==> config.mk <==
export PLATFORM = sky130hd
export DESIGN_NAME = irq_arbiter
export DESIGN_NICKNAME = d
export VERILOG_FILES = /design/src/rtl/irq_arb_pkg.sv /design/src/rtl/irq_prio_enc.sv /design/src/rtl/irq_arbiter.sv
export SDC_FILE = /design/constraint.sdc
export NUM_CORES = 1
export LEC_CHECK = 0
export BUFFER_PORTS_ARGS = -buffer_cell sky130_fd_sc_hd__buf_2
export CORE_MARGIN = 5
export CORE_UTILIZATION = 25
export CTS_CLUSTER_SIZE = 10
export DETAILED_ROUTE_END_ITERATION = 6
export GPL_TIMING_DRIVEN = 0
export HOLD_SLACK_MARGIN = 0.03
export PLACE_DENSITY = 0.54
export SETUP_SLACK_MARGIN = 0.5
export SLEW_MARGIN = 15
export SYNTH_ARGS = -nofsm -noshare
export SYNTH_HDL_FRONTEND = slang
export SYNTH_SLANG_ARGS = --single-unit
==> constraint.sdc <==
create_clock -name clk -period 1.85 [get_ports clk]
set_input_delay 0.0925 -clock clk [delete_from_list [all_inputs] [get_ports clk]]
set_output_delay 0.0925 -clock clk [all_outputs]
set_load 0.005 [all_outputs]
==> src/rtl/irq_arb_pkg.sv <==
// ============================================================================
// Module      : irq_arb_pkg
// Description : Shared definitions for the interrupt arbiter: register
//               addresses on the chained I/O bus (word address [15:2]), the
//               controller state encoding and the "nothing to claim" read
//               value.
// Macro       : IRQ_ARB_RR_EN (consumed by irq_arbiter, not used here)
// Revision    : 1.0 - initial release
// ============================================================================
`default_nettype none

package irq_arb_pkg;

  // Width of a source id (four sources in this release)
  localparam int c_ID_W = 2;

  // Word addresses of the arbiter registers
  localparam logic [13:0] c_ADDR_ENABLE   = 14'h3E82;
  localparam logic [13:0] c_ADDR_PENDING  = 14'h3E83;
  localparam logic [13:0] c_ADDR_CLAIM    = 14'h3E84;
  localparam logic [13:0] c_ADDR_COMPLETE = 14'h3E85;

  // Returned by a CLAIM read that finds no request being asserted
  localparam logic [31:0] c_NO_CLAIM = 32'h8000_0000;

  typedef enum logic [1:0] {
    ST_IDLE    = 2'd0,
    ST_ASSERT  = 2'd1,
    ST_SERVICE = 2'd2
  } irq_state_e;

endpackage

`default_nettype wire

==> src/rtl/irq_prio_enc.sv <==
// ============================================================================
// Module      : irq_prio_enc
// Description : Combinational winner selection over four pending bits. The
//               search starts at i_rr_ptr and wraps; a pointer held at zero
//               gives plain fixed priority (lowest index wins).
// Ports       : i_pending [3:0] - pending sources
//               i_rr_ptr  [1:0] - index searched first
//               o_valid         - at least one source pending
//               o_id      [1:0] - selected source
// Revision    : 1.0 - initial release
// ============================================================================
`default_nettype none

module irq_prio_enc
  import irq_arb_pkg::*;
(
  input  logic [3:0]        i_pending,
  input  logic [c_ID_W-1:0] i_rr_ptr,
  output logic              o_valid,
  output logic [c_ID_W-1:0] o_id
);

  logic [c_ID_W-1:0] w_idx;

  // Walk offsets from farthest to nearest so the nearest pending source
  // (relative to the pointer) is the last one written and therefore wins.
  always_comb begin
    o_valid = 1'b0;
    o_id    = '0;
    w_idx   = '0;
    for (int k = 3; k >= 0; k--) begin
      w_idx = i_rr_ptr + k[c_ID_W-1:0];
      if (i_pending[w_idx]) begin
        o_valid = 1'b1;
        o_id    = w_idx;
      end
    end
  end

endmodule

`default_nettype wire

==> src/rtl/irq_arbiter.sv <==
// ============================================================================
// Module      : irq_arbiter
// Description : Four-source external interrupt arbiter with enable/pending
//               registers, a read-to-claim / write-to-complete handshake and
//               a chained I/O read bus.
// Macro       : IRQ_ARB_RR_EN - when defined, winner selection is round-robin
//               (pointer advances past each claimed id); otherwise fixed
//               priority with the lowest index highest.
// Ports       : clk, rst_n (synchronous, active-low)
//               irq_src[3:0]           - one-cycle event pulses
//               csr_meie, csr_rmie     - external / global interrupt enables
//               g_interrupt            - request to CPU (ASSERT state only)
//               g_interrupt_1shot      - pulse in first ASSERT cycle
//               irq_id[1:0]            - claimed source id
//               dma_io_we/wadr/wdata   - register write port
//               dma_io_radr/radr_en    - register read request
//               dma_io_rdata_in/rdata  - chained read data (1-cycle latency)
// Revision    : 1.0 - initial release
// ============================================================================
`default_nettype none

module irq_arbiter
  import irq_arb_pkg::*;
#(
  parameter int NUM_SRC = 4
)(
  input  logic               clk,
  input  logic               rst_n,
  input  logic [NUM_SRC-1:0] irq_src,
  input  logic               csr_meie,
  input  logic               csr_rmie,
  output logic               g_interrupt,
  output logic               g_interrupt_1shot,
  output logic [c_ID_W-1:0]  irq_id,
  input  logic               dma_io_we,
  input  logic [15:2]        dma_io_wadr,
  input  logic [31:0]        dma_io_wdata,
  input  logic [15:2]        dma_io_radr,
  input  logic               dma_io_radr_en,
  input  logic [31:0]        dma_io_rdata_in,
  output logic [31:0]        dma_io_rdata
);

  irq_state_e         r_state;
  logic [NUM_SRC-1:0] r_enable;
  logic [NUM_SRC-1:0] r_pending;
  logic [c_ID_W-1:0]  r_irq_id;
  logic               r_g_int;
  logic               r_g_1shot;
  logic               r_rd_en;
  logic [15:2]        r_rd_adr;
  logic [31:0]        r_claim_rdata;

  logic               w_win_valid;
  logic [c_ID_W-1:0]  w_win_id;
  logic [c_ID_W-1:0]  w_rr_ptr;
  logic [NUM_SRC-1:0] w_set;
  logic [NUM_SRC-1:0] w_claim_mask;
  logic               w_claim_rd;
  logic               w_claim_ok;
  logic               w_complete_ok;
  logic               w_unused;

  // Upper write-data bits are not backed by any register
  assign w_unused = ^dma_io_wdata[31:NUM_SRC];

`ifdef IRQ_ARB_RR_EN
  logic [c_ID_W-1:0] r_rr_ptr;

  always_ff @(posedge clk) begin
    if (!rst_n)
      r_rr_ptr <= '0;
    else if (w_claim_ok)
      r_rr_ptr <= w_win_id + 2'd1;
  end

  assign w_rr_ptr = r_rr_ptr;
`else
  assign w_rr_ptr = '0;
`endif

  irq_prio_enc u_prio_enc (
    .i_pending (r_pending),
    .i_rr_ptr  (w_rr_ptr),
    .o_valid   (w_win_valid),
    .o_id      (w_win_id)
  );

  assign w_set         = irq_src & r_enable & {NUM_SRC{csr_meie}};
  assign w_claim_rd    = dma_io_radr_en && (dma_io_radr == c_ADDR_CLAIM);
  assign w_claim_ok    = w_claim_rd && (r_state == ST_ASSERT) && w_win_valid;
  assign w_claim_mask  = w_claim_ok ? ({{(NUM_SRC-1){1'b0}}, 1'b1} << w_win_id) : '0;
  assign w_complete_ok = dma_io_we && (dma_io_wadr == c_ADDR_COMPLETE) &&
                         (r_state == ST_SERVICE) && (dma_io_wdata[1:0] == r_irq_id);

  // Enable and pending registers; a fresh event outranks a same-cycle claim.
  always_ff @(posedge clk) begin
    if (!rst_n) begin
      r_enable  <= '0;
      r_pending <= '0;
    end else begin
      if (dma_io_we && (dma_io_wadr == c_ADDR_ENABLE))
        r_enable <= dma_io_wdata[NUM_SRC-1:0];
      r_pending <= (r_pending & ~w_claim_mask) | w_set;
    end
  end

  // Controller: request line and one-shot are registered alongside the state
  always_ff @(posedge clk) begin
    if (!rst_n) begin
      r_state   <= ST_IDLE;
      r_g_int   <= 1'b0;
      r_g_1shot <= 1'b0;
      r_irq_id  <= '0;
    end else begin
      r_g_1shot <= 1'b0;
      case (r_state)
        ST_IDLE: begin
          if ((|r_pending) && csr_rmie) begin
            r_state   <= ST_ASSERT;
            r_g_int   <= 1'b1;
            r_g_1shot <= 1'b1;
          end
        end
        ST_ASSERT: begin
          if (w_claim_ok) begin
            r_state  <= ST_SERVICE;
            r_g_int  <= 1'b0;
            r_irq_id <= w_win_id;
          end else if (!csr_rmie || !(|r_pending)) begin
            r_state <= ST_IDLE;
            r_g_int <= 1'b0;
          end
        end
        ST_SERVICE: begin
          if (w_complete_ok)
            r_state <= ST_IDLE;
        end
        default: begin
          r_state <= ST_IDLE;
          r_g_int <= 1'b0;
        end
      endcase
    end
  end

  // Read request stage: the claim side effect happens at request time, so
  // its response word is captured here for return in the following cycle.
  always_ff @(posedge clk) begin
    if (!rst_n) begin
      r_rd_en       <= 1'b0;
      r_rd_adr      <= '0;
      r_claim_rdata <= '0;
    end else begin
      r_rd_en  <= dma_io_radr_en;
      r_rd_adr <= dma_io_radr;
      if (w_claim_rd)
        r_claim_rdata <= w_claim_ok ? {{(32-c_ID_W){1'b0}}, w_win_id} : c_NO_CLAIM;
    end
  end

  always_comb begin
    dma_io_rdata = dma_io_rdata_in;
    if (r_rd_en) begin
      case (r_rd_adr)
        c_ADDR_ENABLE:   dma_io_rdata = {{(32-NUM_SRC){1'b0}}, r_enable};
        c_ADDR_PENDING:  dma_io_rdata = {{(32-NUM_SRC){1'b0}}, r_pending};
        c_ADDR_CLAIM:    dma_io_rdata = r_claim_rdata;
        c_ADDR_COMPLETE: dma_io_rdata = '0;
        default:         dma_io_rdata = dma_io_rdata_in;
      endcase
    end
  end

  assign g_interrupt       = r_g_int;
  assign g_interrupt_1shot = r_g_1shot;
  assign irq_id            = r_irq_id;

endmodule

`default_nettype wire
==> results.yml, run 1 <==
power:
  max-vdd-ir-drop_mv: 0.4299
  finalPower_mw: 1.494
  powerDensity_nw_per_um2: 541.0
  p_leak_nw: 1.280
min_path:
  holdPathStages: 2
  holdPathEnd: "r_rd_adr[4]"
  hp-class: "in -> reg"
  hp-start: "dma_io_radr[4]"
worst_setup_path:
  worstSetupPathType: "reg -> out"
  critPathLaunchType: "flip-flop"
  cp_data_arrival_time_ns: 1.88
  required_ns: 1.76
  reg2reg_to: "g_interrupt"
  endpoint_kind: "output pin"
  reg2reg_from: "r_pending[1]"
  r2r_slack_ns: 0.47
  rr_worst_depth: 4
  worstPathMaxFanout: 4
place:
  dp_hpwl_um: 4111
  place_area_sq_um: 2321
  placed_cells: 361
  gp_congestion: 0.7600
  portBuffers: 109
synthesis:
  synth_top_area_share_pct: 38.76
  synth_area_sq_um: 1653
  synth-adder-area-share_pct: 0
  synthSimpleGateAreaFrac_pct: 40.42
  muxShareOfSynthArea_pct: 6.964
  synthArstFlopShare_pct: 0
  ys_ff_latch: 32
  synth_compound_area_share_pct: 10.30
  synth_top_family_by_area: "simple AND/OR/NAND/NOR gates"
  postSynthAreaPerCell_sq_um: 9.445
  yosysTopAreaCell: "dfxtp_1"
  synthFlopType: "dfxtp_1"
  netlist_top_cells_area: "dfxtp_1 39%, nor2b_1 13%, and2_1 5.3%"
  synthDistinctLibCells: 43
  yosysSeqAreaShare_pct: 38.76
  syn_inst: 175
  synth_edf_count: 0
  yosys_warnings: 0
  syn_nets: 277
  synth_xor_area_share_pct: 1.060
layout:
  nFillCells: 655
  final_cell_mix: "104 x buf_2, 28 x nor2b_1, 26 x dfxtp_1"
  drive_above_1_share_pct: 52.90
  fin_nets: 411
  final_cell_area_sq_um: 2761
  final_common_cell: "buf_2"
  syn2layout_area_growth_pct: 67.07
  final_cell_count_no_fill: 387
  antennaDiodeCount: 0
timing:
  slew_headroom_pct: 66.96
  drv_slew: 0
  clock.fmax_ghz: 0.5081
  worst_pin_slew_ns: 0.4911
  setup_tns_ns: -1.110
  fin_crit_sh_pct: 106.4
  finalSetupViolCount: 14
  finClkSkew_ns: 0.002015
  period_needed_ns: 1.968
  worst_slack_ns: -0.1180
  hold_viol: 0
  rsz0062_at_grt: "true"
  whs_ns: 0.03868
clock_network:
  clock_latency_ns: 0.28
  clkSlewWorstSetupHoldPaths_ns: 0.06
  cts_tree: "yes"
  htree_num_levels: 2
  clk_path_buf_depth: 2
  cts_buffers: 5
  clock-root-buffer: "clkbuf_8"
  cts.sinks: 32
global_route:
  grt_remaining_overflow: 0
  grt_pass1_vias: 1794
  antenna_found_initial: 0
  grt_pass1_wl_um: 8466
  grt_max_degree: 11
  track_usage_pct: 12.30
detailed_routing:
  drc_errors: 0
  totalWireLength_um: 5136
  via_count: 1773
  drtIter0Drc: 28
  antenna_left: 0
  routed_via_density: 4.581
  wl_per_cell_um: 13.27
  drt_pass1_iterations: 4
job:
  maxCapViolCount: 0
die:
  core_sq_um: 6386
  die_w_um: 91.31
  die_h_um: 91.31
  std_cell_rows: 29
  io_pins: 138
  start_util_pct: 25.88
  floorplan.die_area_sq_um: 8338
outcome:
  violations: "setup timing"
  status: "finished, violations left"
[cells by family (layout without fill, tap and decap cells)]
family	Yosys count	count (layout)
simple gates	97	97
flops	32	32
compound gates	23	23
mux	11	11
buf+inv	10	145
xor+xnor	2	2
[critical path, cell delays in order (launching register included)]
cell      delay, ns
dfxtp_4        0.34
nand4b_1       0.26
nor4_4         0.40
buf_6          0.18
mux2_4         0.30
buf_6          0.12
[worst max path at each step]
stage,start,end
3_3_place_gp,r_rd_adr[5],dma_io_rdata[0]
4_1_cts,r_rd_adr[6],dma_io_rdata[20]
2_1_floorplan,r_rd_adr[5],dma_io_rdata[0]
3_5_place_dp,r_rd_adr[5],dma_io_rdata[20]
6_report,r_rd_adr[5],dma_io_rdata[2]
5_1_grt,r_rd_adr[5],dma_io_rdata[2]
[sequential cells by signal, indices dropped and copies added (netlist names)]
name / flops
g_interrupt: 1
r_rd_adr: 14
r_pending: 4
g_interrupt_1shot: 1
r_enable: 4
r_claim_rdata: 3
irq_id: 2
r_rd_en: 1
r_state: 2
[routing by layer]
metal,track usage [%],vias to the layer above,wire [um]
met2,21.09,70,2629
met5,0,-,0
met3,5.207,6,497
met4,2.934,0,47
met1,14.16,810,1962
li1,-,887,-
[synth_stat cells (2+ instances only)]
master     n
nor2b_1   34
dfxtp_1   32
and2_1    14
mux2i_1    7
clkbuf_1   6
nor2_1     6
nor3_1     6
o21ai_0    6
nand3_1    5
mux2_2     4
nand2_1    4
nand4_1    4
a21boi_0   3
inv_1      3
nand4b_1   3
nor4_4     3
a21oi_1    2
a22o_1     2
a32o_1     2
nand2b_1   2
nor4_1     2
o211a_1    2
o31ai_1    2
or4_1      2
[stage by stage]
step / util, % / setup WS (ns)
6_report: 43.24 / -0.1180
5_1_grt: 43.24 / -0.2591
4_1_cts: 41.54 / -0.2071
3_5_place_dp: 36.34 / -0.006418
3_3_place_gp: 36.34 / 0.008586
2_1_floorplan: - / 0.3157
[layout make-up]
cell class | instances | area [sq um] | share of cell area, %
Tap cell | 77 | 96.34 | 3.489
Multi-Input combinational cell | 133 | 1086 | 39.33
Inverter | 3 | 11.26 | 0.4078
Timing Repair Buffer | 127 | 767.0 | 27.78
Buffer | 7 | 52.55 | 1.903
Sequential cell | 32 | 655.6 | 23.74
Clock inverter | 2 | 10.01 | 0.3625
Clock buffer | 6 | 82.58 | 2.990
[power by group]
part	total, mW	switching [mW]	internal [mW]	leakage, nW
sequential	0.712	0.00855	0.703	0.265
combinational	0.237	0.0848	0.153	0.964
clock	0.545	0.248	0.296	0.0510
[timing repair]
| action | 4_1_cts | 5_1_grt |
|---|---|---|
| pin swaps | 8 | 12 |
| endpoints found under the hold margin | 10 | 1 |
| hold buffers | 10 | 1 |
| buffers inserted | 5 | 2 |
| resized for setup | 23 | 23 |
| endpoints found under the setup margin | 37 | 39 |
Note: power is estimated with default switching activity, not from simulation.
==> inputs of run 2 (changes only) <==
- PLACE_DENSITY: 0.54 -> 0.56
- clock period: 1.85 -> 1.7 ns (I/O delays scaled with it)
==> results.yml, run 2 (synthesis gave the netlist of run 1 again) <==
clock_network:
  cts_tree: "yes"
  cts_buffers: 5
  htree_num_levels: 2
  clock_latency_ns: 0.28
  clkSlewWorstSetupHoldPaths_ns: 0.06
  clk_path_buf_depth: 2
  cts.sinks: 32
  clock-root-buffer: "clkbuf_8"
die:
  die_h_um: 91.31
  die_w_um: 91.31
  core_sq_um: 6386
  std_cell_rows: 29
  floorplan.die_area_sq_um: 8338
  start_util_pct: 25.88
  io_pins: 138
worst_setup_path:
  worstSetupPathType: "reg -> out"
  required_ns: 1.62
  reg2reg_to: "g_interrupt"
  rr_worst_depth: 4
  critPathLaunchType: "flip-flop"
  startpoint: "r_rd_adr[5]"
  worstPathMaxFanout: 4
  cp_data_arrival_time_ns: 1.90
  slowest_delay_ns: 0.34
  endpoint_kind: "output pin"
  r2r_slack_ns: 0.34
  crit_path_top_delay_cell: "dfxtp_2"
  reg2reg_from: "r_pending[0]"
  crit_path_cell_trace: "nand4b_1, nor4_4, buf_4, buf_8, mux2_4, buf_6"
  crit_end: "dma_io_rdata[1]"
detailed_routing:
  drt_pass1_iterations: 4
  drc_errors: 0
  wl_per_cell_um: 13.44
  routed_via_density: 4.549
  totalWireLength_um: 5242
  antenna_left: 0
  via_count: 1774
  drtIter0Drc: 37
layout:
  reg_top3: "r_rd_adr x14, r_enable x4, r_pending x4"
  regMostFlops: "r_rd_adr"
  syn2layout_area_growth_pct: 68.13
  final_common_cell: "buf_2"
  post-route-util_pct: 43.51
  fin_nets: 415
  largest_reg_flops: 14
  drive_above_1_share_pct: 54.95
  final_cell_mix: "102 x buf_2, 32 x nor2b_1, 22 x dfxtp_1"
  final_cell_count_no_fill: 390
  final_cell_area_sq_um: 2779
  antennaDiodeCount: 0
global_route:
  grt_max_degree: 11
  antenna_found_initial: 0
  grt_pass1_wl_um: 8487
  track_usage_pct: 12.41
  grt_pass1_vias: 1807
  grt_remaining_overflow: 0
timing:
  rsz0062_at_grt: "true"
  slew_headroom_pct: 73.57
  worst_slack_ns: -0.2842
  period_needed_ns: 1.984
  clock.fmax_ghz: 0.5040
  whs_ns: 0.03332
  drv_slew: 0
  hold_viol: 0
  fin_crit_sh_pct: 116.7
  worst_pin_slew_ns: 0.3964
  finalSetupViolCount: 32
  finClkSkew_ns: 0.008862
place:
  placed_cells: 361
  portBuffers: 109
  place_area_sq_um: 2344
  dp_hpwl_um: 4177
  gp_congestion: 0.7452
outcome:
  status: "finished, violations left"
  violations: "setup timing"
power:
  powerDensity_nw_per_um2: 564.2
  finalPower_mw: 1.568
  p_leak_nw: 1.278
  max-vdd-ir-drop_mv: 0.4251
min_path:
  hp-class: "in -> reg"
job:
  maxCapViolCount: 0
## run 2: final cells by class
type | instances | area (sq um)
fill | 653 | 3607
multi-input combinational | 133 | 1089
timing repair buffer | 131 | 792.0
sequential | 32 | 660.6
tap | 77 | 96.34
clock buffer | 6 | 72.57
buffer | 7 | 52.55
inverter | 3 | 11.26
clock inverter | 1 | 5.005
## run 2: worst min path at each step
stage	startpoint	end	slack, ns	depth (start not counted)
floorplan	dma_io_radr[4]	r_rd_adr[4]	0.21	1
global placement	dma_io_radr[15]	r_rd_adr[15]	0.30	2
detailed placement	dma_io_radr[12]	r_rd_adr[12]	0.30	2
CTS	dma_io_radr[8]	r_rd_adr[8]	0.05	2
global route	dma_io_radr[3]	r_rd_adr[3]	0.04	2
finish	dma_io_radr[3]	r_rd_adr[3]	0.03	2
## run 2: power breakdown
| part | internal [mW] | switching [mW] | leakage, nW |
|---|---|---|---|
| combinational | 0.164 | 0.0919 | 0.970 |
| clock | 0.278 | 0.259 | 0.0410 |
| sequential | 0.765 | 0.0107 | 0.267 |
## run 2: what timing repair did
item | 4_1_cts | 5_1_grt
gates cloned | 1 | 0
gates resized for setup | 27 | 21
pin swaps | 7 | 9
hold buffers | 11 | 0
setup endpoints to repair | 44 | 45
setup buffers | 9 | 1
hold endpoints to repair | 11 | 0
## run 2: through the flow
| step | setup TNS (ns) | worst slack (ns) |
|---|---|---|
| 2_1_floorplan | 0 | 0.1732 |
| 3_3_place_gp | -1.169 | -0.1601 |
| 3_5_place_dp | -2.394 | -0.2108 |
| 4_1_cts | -8.396 | -0.3623 |
| 5_1_grt | -8.410 | -0.3636 |
| 6_report | -5.453 | -0.2842 |
## run 2: metal layers
metal,GRT usage [%],vias up,part of all wire [%]
li1,-,899,-
met1,13.38,802,37
met2,22.42,68,52
met3,4.711,5,9.7
met4,3.667,0,1.2
met5,0,-,0
## run 2: critical path, delay by kind of cell (launching register included)
kind                   cells  cell delay [ns]
DFF                        1             0.34
buffers and inverters      3             0.41
muxes                      1             0.29
and+or+nand+nor            2             0.58
==> inputs of run 3 (changes only) <==
- HOLD_SLACK_MARGIN: 0.03 -> 0.12
==> results.yml, run 3 (synthesis gave the netlist of run 1 again) <==
layout:
  drive_above_1_share_pct: 52.44
  multi_input_area_sq_um: 1089
  nFillCells: 633
  fin_nets: 430
  final_common_cell: "buf_2"
  regMostFlops: "r_rd_adr"
  final_cell_mix: "101 x buf_2, 32 x nor2b_1, 26 x dlygate4sd3_1"
  syn2layout_area_growth_pct: 77.59
  largest_reg_flops: 14
  antennaDiodeCount: 0
  reg_top3: "r_rd_adr x14, r_enable x4, r_pending x4"
  ff_latch_area_sq_um: 660.6
die:
  std_cell_rows: 29
  die_h_um: 91.31
  floorplan.die_area_sq_um: 8338
  io_pins: 138
  core_sq_um: 6386
  start_util_pct: 25.88
  die_w_um: 91.31
job:
  maxCapViolCount: 0
outcome:
  violations: "setup timing"
  status: "finished, violations left"
detailed_routing:
  via_count: 1821
  routed_via_density: 4.496
  drt_pass1_iterations: 4
  drc_errors: 0
  wl_per_cell_um: 13.16
  antenna_left: 0
  drtIter0Drc: 55
  totalWireLength_um: 5328
worst_setup_path:
  cp_data_arrival_time_ns: 1.87
  required_ns: 1.62
  slowest_delay_ns: 0.34
  worstPathMaxFanout: 4
  endpoint_kind: "output pin"
  rr_worst_depth: 4
  critPathLaunchType: "flip-flop"
  crit_path_cell_trace: "nand4b_1, nor4_4, buf_4, buf_8, mux2_4, buf_6"
  worstSetupPathType: "reg -> out"
  crit_path_top_delay_cell: "dfxtp_2"
power:
  p_leak_nw: 1.343
  max-vdd-ir-drop_mv: 0.4243
  powerDensity_nw_per_um2: 542.1
timing:
  worst_pin_slew_ns: 0.4079
  slew_headroom_pct: 72.80
  rsz0062_at_grt: "true"
  finalSetupViolCount: 32
  hold_viol: 0
  setup_tns_ns: -4.574
  drv_slew: 0
  period_needed_ns: 1.957
  finClkSkew_ns: 0.007801
  whs_ns: 0.3122
  fin_crit_sh_pct: 115.1
  clock.fmax_ghz: 0.5109
  worst_slack_ns: -0.2572
clock_network:
  clock_latency_ns: 0.28
  cts.sinks: 32
  clkSlewWorstSetupHoldPaths_ns: 0.06
  cts_tree: "yes"
  clk_path_buf_depth: 2
  htree_num_levels: 2
  clock-root-buffer: "clkbuf_8"
  cts_buffers: 5
global_route:
  grt_remaining_overflow: 0
  grt_max_degree: 11
  grt_pass1_vias: 1875
  track_usage_pct: 12.71
  antenna_found_initial: 0
  grt_pass1_wl_um: 8749
place:
  gp_congestion: 0.7452
  portBuffers: 109
  dp_hpwl_um: 4177
  pre_cts_ws_ns: -0.2108
min_path:
  holdPathStages: 5
  hp-class: "in -> reg"
==> run 3: report_power, final <==
group / switching [mW] / internal [mW]
sequential: 0.0106 / 0.765
clock: 0.254 / 0.277
combinational: 0.0964 / 0.187
==> run 3: worst paths after layout <==
check	from	end	slack (ns)
worst max-delay path	r_rd_adr[5]	dma_io_rdata[1]	-0.26
worst min-delay path	dma_io_radr[3]	r_pending[3]	0.31
worst max register to register	r_pending[0]	g_interrupt	0.34
worst min register to register	r_claim_rdata[0]	r_claim_rdata[0]	0.47
==> run 3: timing repair <==
item / 4_1_cts / 5_1_grt
hold buffers: 26 / 0
buffers inserted: 9 / 1
cloned: 1 / 0
setup endpoints to repair: 44 / 45
hold endpoints to repair: 25 / 0
pin swaps: 7 / 8
resized for setup: 27 / 24
==> run 3: critical path, delay by kind of cell (launching register included) <==
| kind | cells | cell delay, ns |
|---|---|---|
| mux | 1 | 0.29 |
| simple gates | 2 | 0.56 |
| flops | 1 | 0.34 |
| buf+inv | 3 | 0.41 |
==> run 3: through the flow <==
stage / utilization [%] / cells / total power, mW / cell area, sq um
floorplan: - / 175 / 0.8817 / 1702
CTS: 44.75 / 404 / 1.614 / 2858
finish: 45.96 / 405 / 1.591 / 2935
detailed placement: 36.70 / 361 / 1.022 / 2344
global placement: 36.70 / 361 / 1.019 / 2344
global route: 45.96 / 405 / 1.675 / 2935
==> run 3: cell type report <==
class | count | share of cell area, %
inverter | 3 | 0.3836
clock buffer | 6 | 2.472
buffer | 7 | 1.790
multi-input combinational | 133 | 37.08
clock inverter | 1 | 0.1705
tap | 77 | 3.282
timing repair buffer | 146 | 32.31
sequential | 32 | 22.51
==> run 3: routing by layer <==
layer | vias to the layer above | track usage (%) | share of wire [%]
li1 | 926 | - | -
met1 | 824 | 13.88 | 38
met2 | 66 | 22.90 | 52
met3 | 5 | 4.628 | 9.4
met4 | 0 | 3.667 | 1.1
met5 | - | 0 | 0
